### src/rtl/instruction_fetch_unit_if.sv
// Bus between the fetch unit, the instruction ROM, the later pipeline stages and decode.
// The fetch unit is the master; the environment side (ROM, hazard logic, decode) is the slave.
interface instruction_fetch_unit_if;
  logic [31:0] imem_address;
  logic [31:0] imem_instruction;
  logic        stall;
  logic        redirect_valid;
  logic [31:0] redirect_target;
  logic [31:0] if_id_instruction;
  logic [31:0] if_id_pc;
  logic [31:0] if_id_pc_plus1;
  logic        if_id_valid;
  logic        halted;

  modport master (
    output imem_address, if_id_instruction, if_id_pc, if_id_pc_plus1, if_id_valid, halted,
    input  imem_instruction, stall, redirect_valid, redirect_target
  );

  modport slave (
    input  imem_address, if_id_instruction, if_id_pc, if_id_pc_plus1, if_id_valid, halted,
    output imem_instruction, stall, redirect_valid, redirect_target
  );
endinterface

### src/rtl/instruction_fetch_unit.sv
// Fetch stage: owns the PC, reads the combinational instruction ROM and fills the IF/ID register.
// Handles stall, redirects from later stages, early J-type resolution and halting past the last word.
module instruction_fetch_unit #(
  parameter logic [31:0] RESET_PC    = 32'd0,
  parameter int unsigned LAST_ADDR   = 100,
  parameter logic [5:0]  JUMP_OPCODE = 6'b100000,
  parameter bit          EARLY_JUMP  = 1'b1
) (
  input logic                        clk,
  input logic                        reset,
  instruction_fetch_unit_if.master   bus
);

  typedef enum logic [1:0] {IDLE, FETCH, HALTED} state_t;

  localparam logic [31:0] LAST_WORD = 32'(LAST_ADDR);

  state_t      state_q, state_d;
  logic [31:0] pc_q, pc_d;
  logic [31:0] instr_q, instr_d;
  logic [31:0] if_pc_q, if_pc_d;
  logic [31:0] if_pc1_q, if_pc1_d;
  logic        valid_q, valid_d;

  logic        jump_hit;
  logic [31:0] next_fetch_pc;

  assign jump_hit      = EARLY_JUMP && (bus.imem_instruction[31:26] == JUMP_OPCODE);
  assign next_fetch_pc = jump_hit ? {pc_q[31:26], bus.imem_instruction[25:0]} : pc_q + 32'd1;

  always_comb begin
    state_d  = state_q;
    pc_d     = pc_q;
    instr_d  = instr_q;
    if_pc_d  = if_pc_q;
    if_pc1_d = if_pc1_q;
    valid_d  = valid_q;
    case (state_q)
      IDLE: state_d = FETCH;
      FETCH: begin
        if (bus.redirect_valid) begin
          pc_d    = bus.redirect_target;
          instr_d = 32'd0;
          valid_d = 1'b0;
          if (bus.redirect_target > LAST_WORD) state_d = HALTED;
        end else if (!bus.stall) begin
          instr_d  = bus.imem_instruction;
          if_pc_d  = pc_q;
          if_pc1_d = pc_q + 32'd1;
          valid_d  = 1'b1;
          // Running off the end keeps the PC on the last fetched word.
          if (next_fetch_pc > LAST_WORD) state_d = HALTED;
          else                           pc_d    = next_fetch_pc;
        end
      end
      HALTED: begin
        if (bus.redirect_valid && (bus.redirect_target <= LAST_WORD)) begin
          pc_d    = bus.redirect_target;
          instr_d = 32'd0;
          valid_d = 1'b0;
          state_d = FETCH;
        end else if (!bus.stall) begin
          instr_d = 32'd0;
          valid_d = 1'b0;
        end
      end
      default: state_d = IDLE;
    endcase
  end

  always_ff @(posedge clk or posedge reset) begin
    if (reset) begin
      state_q  <= IDLE;
      pc_q     <= RESET_PC;
      instr_q  <= 32'd0;
      if_pc_q  <= 32'd0;
      if_pc1_q <= 32'd0;
      valid_q  <= 1'b0;
    end else begin
      state_q  <= state_d;
      pc_q     <= pc_d;
      instr_q  <= instr_d;
      if_pc_q  <= if_pc_d;
      if_pc1_q <= if_pc1_d;
      valid_q  <= valid_d;
    end
  end

  assign bus.imem_address      = pc_q;
  assign bus.if_id_instruction = instr_q;
  assign bus.if_id_pc          = if_pc_q;
  assign bus.if_id_pc_plus1    = if_pc1_q;
  assign bus.if_id_valid       = valid_q;
  assign bus.halted            = (state_q == HALTED);

endmodule

### src/flat_wrapper.sv
// flat-port wrapper written by rule: the top's interface ports become plain ports
module instruction_fetch_unit_flat 
#(
  parameter logic [31:0] RESET_PC    = 32'd0,
  parameter int unsigned LAST_ADDR   = 100,
  parameter logic [5:0]  JUMP_OPCODE = 6'b100000,
  parameter bit          EARLY_JUMP  = 1'b1
)
  (clk, reset, bus_imem_address, bus_if_id_instruction, bus_if_id_pc, bus_if_id_pc_plus1, bus_if_id_valid, bus_halted, bus_imem_instruction, bus_stall, bus_redirect_valid, bus_redirect_target);
  instruction_fetch_unit_if bus_i ();
  input logic clk;
  input logic reset;
  output wire logic [$bits(bus_i.imem_address)-1:0] bus_imem_address;
  output wire logic [$bits(bus_i.if_id_instruction)-1:0] bus_if_id_instruction;
  output wire logic [$bits(bus_i.if_id_pc)-1:0] bus_if_id_pc;
  output wire logic [$bits(bus_i.if_id_pc_plus1)-1:0] bus_if_id_pc_plus1;
  output wire logic [$bits(bus_i.if_id_valid)-1:0] bus_if_id_valid;
  output wire logic [$bits(bus_i.halted)-1:0] bus_halted;
  input wire logic [$bits(bus_i.imem_instruction)-1:0] bus_imem_instruction;
  input wire logic [$bits(bus_i.stall)-1:0] bus_stall;
  input wire logic [$bits(bus_i.redirect_valid)-1:0] bus_redirect_valid;
  input wire logic [$bits(bus_i.redirect_target)-1:0] bus_redirect_target;
  assign bus_imem_address = bus_i.imem_address;
  assign bus_if_id_instruction = bus_i.if_id_instruction;
  assign bus_if_id_pc = bus_i.if_id_pc;
  assign bus_if_id_pc_plus1 = bus_i.if_id_pc_plus1;
  assign bus_if_id_valid = bus_i.if_id_valid;
  assign bus_halted = bus_i.halted;
  assign bus_i.imem_instruction = bus_imem_instruction;
  assign bus_i.stall = bus_stall;
  assign bus_i.redirect_valid = bus_redirect_valid;
  assign bus_i.redirect_target = bus_redirect_target;
  instruction_fetch_unit #(.RESET_PC(RESET_PC), .LAST_ADDR(LAST_ADDR), .JUMP_OPCODE(JUMP_OPCODE), .EARLY_JUMP(EARLY_JUMP)) u_core (.clk(clk), .reset(reset), .bus(bus_i));
endmodule
### config.mk
export PLATFORM = sky130hd
export DESIGN_NAME = instruction_fetch_unit_flat
export DESIGN_NICKNAME = d
export VERILOG_FILES = /design/src/rtl/instruction_fetch_unit_if.sv /design/src/rtl/instruction_fetch_unit.sv /design/src/flat_wrapper.sv
export SDC_FILE = /design/constraint.sdc
export NUM_CORES = 1
export LEC_CHECK = 0
export CORE_MARGIN = 3
export CORE_UTILIZATION = 45
export DETAILED_ROUTE_END_ITERATION = 6
export GPL_TIMING_DRIVEN = 0
export HOLD_SLACK_MARGIN = 0.05
export PLACE_DENSITY = 0.76
export RECOVER_POWER = 100
export SYNTH_ARGS = -nofsm -noshare
export SYNTH_HDL_FRONTEND = slang
export SYNTH_SLANG_ARGS = --single-unit
### constraint.sdc
create_clock -name clk -period 5 [get_ports clk]
set_clock_uncertainty 0.05 [all_clocks]
set_input_delay 0.5 -clock clk [delete_from_list [all_inputs] [get_ports clk]]
set_output_delay 0.5 -clock clk [all_outputs]
set_load 0.05 [all_outputs]
==> impl_results.html <==
<table>
<tr><th>Metric</th><th>Value</th></tr>
<tr><th colspan="2">Global route</th></tr>
<tr><td>Largest net degree at the start of global routing</td><td>81</td></tr>
<tr><td>Grt total ovfl</td><td>0</td></tr>
<tr><td>Antenna violations before repair</td><td>0</td></tr>
<tr><td>All-Layer GR Usage</td><td>31.8%</td></tr>
<tr><td>Vias in the first global route</td><td>7172</td></tr>
<tr><td>Global-route wire length before repair</td><td>40.6 mm</td></tr>
<tr><th colspan="2">Yosys</th></tr>
<tr><td>Synthesized area</td><td>6940 um2</td></tr>
<tr><td>Post-Synth Adder-Cell Area</td><td>0.721%</td></tr>
<tr><td>Ys flop type</td><td>dfrtp_1</td></tr>
<tr><td>Number of nets produced by synthesis</td><td>922</td></tr>
<tr><td>Post-Synth XOR/XNOR Area</td><td>2.78%</td></tr>
<tr><td>Portion of the post-synthesis area used by sequential elements</td><td>47.2%</td></tr>
<tr><td>Count of distinct cell types in the synthesized netlist</td><td>59</td></tr>
<tr><td>Synth Area in Simple Gates</td><td>26.9%</td></tr>
<tr><td>Post-synthesis mux area share</td><td>0.451%</td></tr>
<tr><td>Avg Cell Area, Syn</td><td>8.17 um2</td></tr>
<tr><td>Count of flip-flops with a built-in enable after synthesis</td><td>0</td></tr>
<tr><td>Post-synthesis cell count</td><td>850</td></tr>
<tr><td>Count of synthesis-stage warnings from yosys</td><td>0</td></tr>
<tr><td>Flops &amp; latches, synth</td><td>131</td></tr>
<tr><td>Fraction of the mapped netlist area in compound gates</td><td>17.4%</td></tr>
<tr><td>Combinational family with the most area after synthesis</td><td>simple AND/OR/NAND/NOR gates</td></tr>
<tr><td>Proportion of register bits with asynchronous set or reset after synthesis</td><td>100%</td></tr>
<tr><th colspan="2">Outcome</th></tr>
<tr><td>Status</td><td>finished with violations</td></tr>
<tr><td>Violated checks</td><td>capacitance limit, slew limit</td></tr>
<tr><th colspan="2">STA</th></tr>
<tr><td>Max-Slew Margin vs Limit</td><td>-53.4%</td></tr>
<tr><td>Worst Tran Pin Value</td><td>2.29 ns</td></tr>
<tr><td>Final worst path period share</td><td>94.2%</td></tr>
<tr><td>Max-slew violation count</td><td>134</td></tr>
<tr><td>Highest Clock Rate</td><td>0.212 GHz</td></tr>
<tr><td>Hold violation total from the final report</td><td>0</td></tr>
<tr><td>RSZ-0062 raised after global routing</td><td>false</td></tr>
<tr><td>Post-layout min period</td><td>4.71 ns</td></tr>
<tr><td>Number of endpoints failing setup at the final stage</td><td>0</td></tr>
<tr><th colspan="2">Floorplanning</th></tr>
<tr><td>Floorplan die area</td><td>17000 um2</td></tr>
<tr><td>Placement row count</td><td>44</td></tr>
<tr><td>Initial core utilization</td><td>46.9%</td></tr>
<tr><td>CORE AREA</td><td>14800 um2</td></tr>
<tr><td>Floorplan die height</td><td>130 um</td></tr>
<tr><td>Top Ports</td><td>198</td></tr>
<tr><td>DIE WIDTH</td><td>130 um</td></tr>
<tr><th colspan="2">Pwr</th></tr>
<tr><td>Leakage</td><td>4.22 nW</td></tr>
<tr><td>Power density over the cells</td><td>803 nW/um2</td></tr>
<tr><td>IR Drop Worst-Case VDD</td><td>452 uV</td></tr>
<tr><th colspan="2">Drt</th></tr>
<tr><td>DR pass1 iterations</td><td>7</td></tr>
<tr><td>DR iter-0 viols</td><td>882</td></tr>
<tr><td>Vias post-DR</td><td>7410</td></tr>
<tr><td>Number of design rule violations left after detail routing</td><td>0</td></tr>
<tr><td>Antenna-violating nets left</td><td>0</td></tr>
<tr><td>Vias per inst</td><td>5.86</td></tr>
<tr><td>Post-Route WL</td><td>26.5 mm</td></tr>
<tr><td>WL per Instance</td><td>21.0 um</td></tr>
<tr><th colspan="2">Clocking</th></tr>
<tr><td>Number of H-tree levels</td><td>4</td></tr>
<tr><td>Buffer cell driving the clock tree root</td><td>clkbuf_16</td></tr>
<tr><td>Number of buffers inserted by post-CTS setup repair</td><td>0</td></tr>
<tr><td>Post-CTS Resized</td><td>0</td></tr>
<tr><td>Clk buf depth</td><td>2</td></tr>
<tr><td>Clock latency on the worst-skew pair</td><td>0.43 ns</td></tr>
<tr><td>TritonCTS sink count</td><td>131</td></tr>
<tr><td>TritonCTS clock tree</td><td>yes</td></tr>
<tr><td>CTS buffer count</td><td>17</td></tr>
<tr><td>Clock-pin slew of the registers on the worst-case setup and hold paths</td><td>0.06 ns</td></tr>
<tr><td>Hold buffer count at cts</td><td>0</td></tr>
<tr><th colspan="2">Critical path</th></tr>
<tr><td>Arrival time at the worst endpoint</td><td>4.97 ns</td></tr>
<tr><td>Setup slack of the most critical reg-to-reg path</td><td>0.29 ns</td></tr>
<tr><td>Critical path launch point type</td><td>flip-flop</td></tr>
<tr><td>Slowest cell delay on critical path</td><td>0.93 ns</td></tr>
<tr><td>Worst setup path startpoint</td><td>u_core.bus.imem_address[0]</td></tr>
<tr><td>Buf+Inv Stages, Crit Path</td><td>3</td></tr>
<tr><td>RR Endpoint</td><td>u_core.bus.imem_address[0]</td></tr>
<tr><td>Instance count on the critical path</td><td>13</td></tr>
<tr><td>Cell type of the slowest stage on the worst timing path</td><td>nor4_2</td></tr>
<tr><td>Cells on worst reg2reg path</td><td>13</td></tr>
<tr><td>Crit-path cells</td><td>ha_1 -&gt; nand4_1 -&gt; buf_2 -&gt; nor4_2 -&gt; a21boi_0 -&gt; o31ai_1 -&gt; o2111ai_1 -&gt; nor4_2 -&gt; a21o_1 -&gt; buf_4 -&gt; buf_4 -&gt; mux2i_1 -&gt; nand3_1</td></tr>
<tr><td>Cell family contributing the most delay on the critical path</td><td>simple AND/OR/NAND/NOR gates</td></tr>
<tr><td>Highest net fanout along the worst path</td><td>10</td></tr>
<tr><td>Worst setup path endpoint</td><td>u_core.bus.imem_address[0]</td></tr>
<tr><td>Worst setup path category</td><td>reg -&gt; reg</td></tr>
<tr><td>Endpoint class of the critical path</td><td>flip-flop</td></tr>
<tr><td>Crit path required time</td><td>5.25 ns</td></tr>
<tr><td>R2R Path Start</td><td>u_core.bus.imem_address[0]</td></tr>
<tr><th colspan="2">Cells and area</th></tr>
<tr><td>Share of the core filled with cells in the final layout</td><td>66.0%</td></tr>
<tr><td>Fraction of layout instances using a drive strength above 1</td><td>5.19%</td></tr>
<tr><td>Synthesis-to-finish area growth</td><td>40.8%</td></tr>
<tr><td>Non-Filler Cell Area, Final</td><td>9770 um2</td></tr>
<tr><td>Antenna Cells</td><td>0</td></tr>
<tr><td>Fin nets</td><td>1139</td></tr>
<tr><td>Total of fill cells in the finished design</td><td>1272</td></tr>
<tr><th colspan="2">Placement</th></tr>
<tr><td>Post-placement cell area</td><td>9180 um2</td></tr>
<tr><td>Count of buffers from port buffering</td><td>197</td></tr>
<tr><td>Final weighted congestion of routability-driven global placement</td><td>0.980</td></tr>
<tr><td>Half-perimeter wire length of the detailed placement result</td><td>19.9 mm</td></tr>
<tr><th colspan="2">Min path</th></tr>
<tr><td>Worst hold-check path type</td><td>reg -&gt; reg</td></tr>
<tr><th colspan="2">Job</th></tr>
<tr><td>Max-cap violations</td><td>2</td></tr>
</table>
==> worst min-delay path by stage <==
stage / startpoint / to / slack, ns / cells past startpoint
2_1_floorplan: u_core.state_q[1] / u_core.state_q[1] / 0.44 / 1
3_3_place_gp: u_core.bus.if_id_pc_plus1[27] / u_core.bus.if_id_pc_plus1[27] / 0.40 / 2
3_5_place_dp: u_core.bus.if_id_pc_plus1[27] / u_core.bus.if_id_pc_plus1[27] / 0.41 / 2
4_1_cts: u_core.bus.if_id_pc_plus1[27] / u_core.bus.if_id_pc_plus1[27] / 0.42 / 2
5_1_grt: u_core.bus.if_id_pc[7] / u_core.bus.if_id_pc[7] / 0.44 / 2
6_report: u_core.bus.if_id_pc_plus1[27] / u_core.bus.if_id_pc_plus1[27] / 0.41 / 2
==> worst register-to-register path, cell delays in order (launching register included) <==
cell and delay [ns]:
dfrtp_1 0.55, ha_1 0.37, nand4_1 0.22, buf_2 0.26, nor4_2 0.93, a21boi_0 0.29, o31ai_1 0.45, o2111ai_1 0.21
nor4_2 0.34, a21o_1 0.17, buf_4 0.20, buf_4 0.25, mux2i_1 0.23, nand3_1 0.09
==> synth_stat cells (3+ instances only) <==
master	n	area, um2
o2111ai_1	3	26.3
nor2_1	74	278
nor4_1	22	138
and2_1	4	25.0
xnor2_1	15	131
a21boi_0	3	22.5
clkbuf_1	47	176
o31a_1	6	52.6
buf_2	11	55.1
ha_1	4	50.1
nand2b_1	5	31.3
o21ai_0	82	410
nor4_2	3	37.5
nand3b_1	4	30.0
nand2_1	225	845
a211oi_1	15	113
a21o_1	3	22.5
inv_1	12	45.0
nand3_1	17	85.1
o211ai_1	3	22.5
o31ai_1	6	45.0
a31oi_1	6	37.5
a21oi_1	51	255
buf_1	3	11.3
nor3_1	17	85.1
and3_1	9	56.3
nor2b_1	4	25.0
dfrtp_1	131	3280
a2111oi_0	3	26.3
or4_1	3	22.5
or3_1	3	18.8
nand4_1	9	56.3
xor2_1	7	61.3
and4_1	3	26.3
o22ai_1	4	25.0
==> routing by layer <==
layer	wire length, um	GRT usage, %	part of all wire [%]	vias up
li1	-	-	-	3379
met1	10900	42.7	41	3520
met2	11800	47.7	44	449
met3	3090	10.0	12	62
met4	809	13.1	3.0	0
met5	0	0	0	-
==> cells in the final DEF, fill, tap and decap left out, types with 11 or more instances in the layout <==
cell type / count
inv_1: 11
nand2_1: 225
nor3_1: 17
o21ai_0: 82
xnor2_1: 15
a211oi_1: 15
dfrtp_1: 131
clkbuf_1: 51
nor2_1: 74
nor4_1: 22
clkbuf_16: 17
nand3_1: 17
dlygate4sd3_1: 132
a21oi_1: 51
clkdlybuf4s50_1: 65
==> cell type report <==
cell class                      instances  area [um2]  share of cell area, %
Multi-Input combinational cell        643        3350                   34.2
Sequential cell                       131        3280                   33.5
Tap cell                              184         230                   2.36
Buffer                                 64         268                   2.74
Timing Repair Buffer                  198        1980                   20.2
Inverter                               12        46.3                  0.474
Clock buffer                           19         443                   4.53
Clock inverter                         13         184                   1.88
==> cells by family after synthesis <==
family / count (synthesis)
simple gates: 411
compound gates: 203
flops: 131
buf+inv: 76
xor+xnor: 22
fa+ha+maj: 4
mux: 3
==> state kept, by name, summed over array words and instances (netlist names) <==
name                          cells
u_core.bus.if_id_instruction     32
u_core.bus.if_id_pc              32
u_core.bus.if_id_pc_plus1        32
u_core.bus.if_id_valid            1
u_core.bus.imem_address          32
u_core.state_q                    2
==> report_power, final <==
group          internal, W  switching, W
combinational      0.00131       0.00329
sequential         0.00154      0.000365
clock             0.000846      0.000496
==> per-stage QoR <==
stage | hold WS (ns) | total power, W | worst slack [ns] | cells | TNS [ns]
4_1_cts | 0.421 | 0.00801 | 0.508 | 1264 | 0
3_3_place_gp | 0.404 | 0.00658 | -0.958 | 1231 | -123.74
2_1_floorplan | 0.436 | 0.00499 | 0.952 | 850 | 0
6_report | 0.413 | 0.00784 | 0.289 | 1264 | 0
3_5_place_dp | 0.407 | 0.00664 | 0.294 | 1232 | 0
5_1_grt | 0.441 | 0.00827 | 0.132 | 1264 | 0
Note: power is estimated with default switching activity, not from simulation.
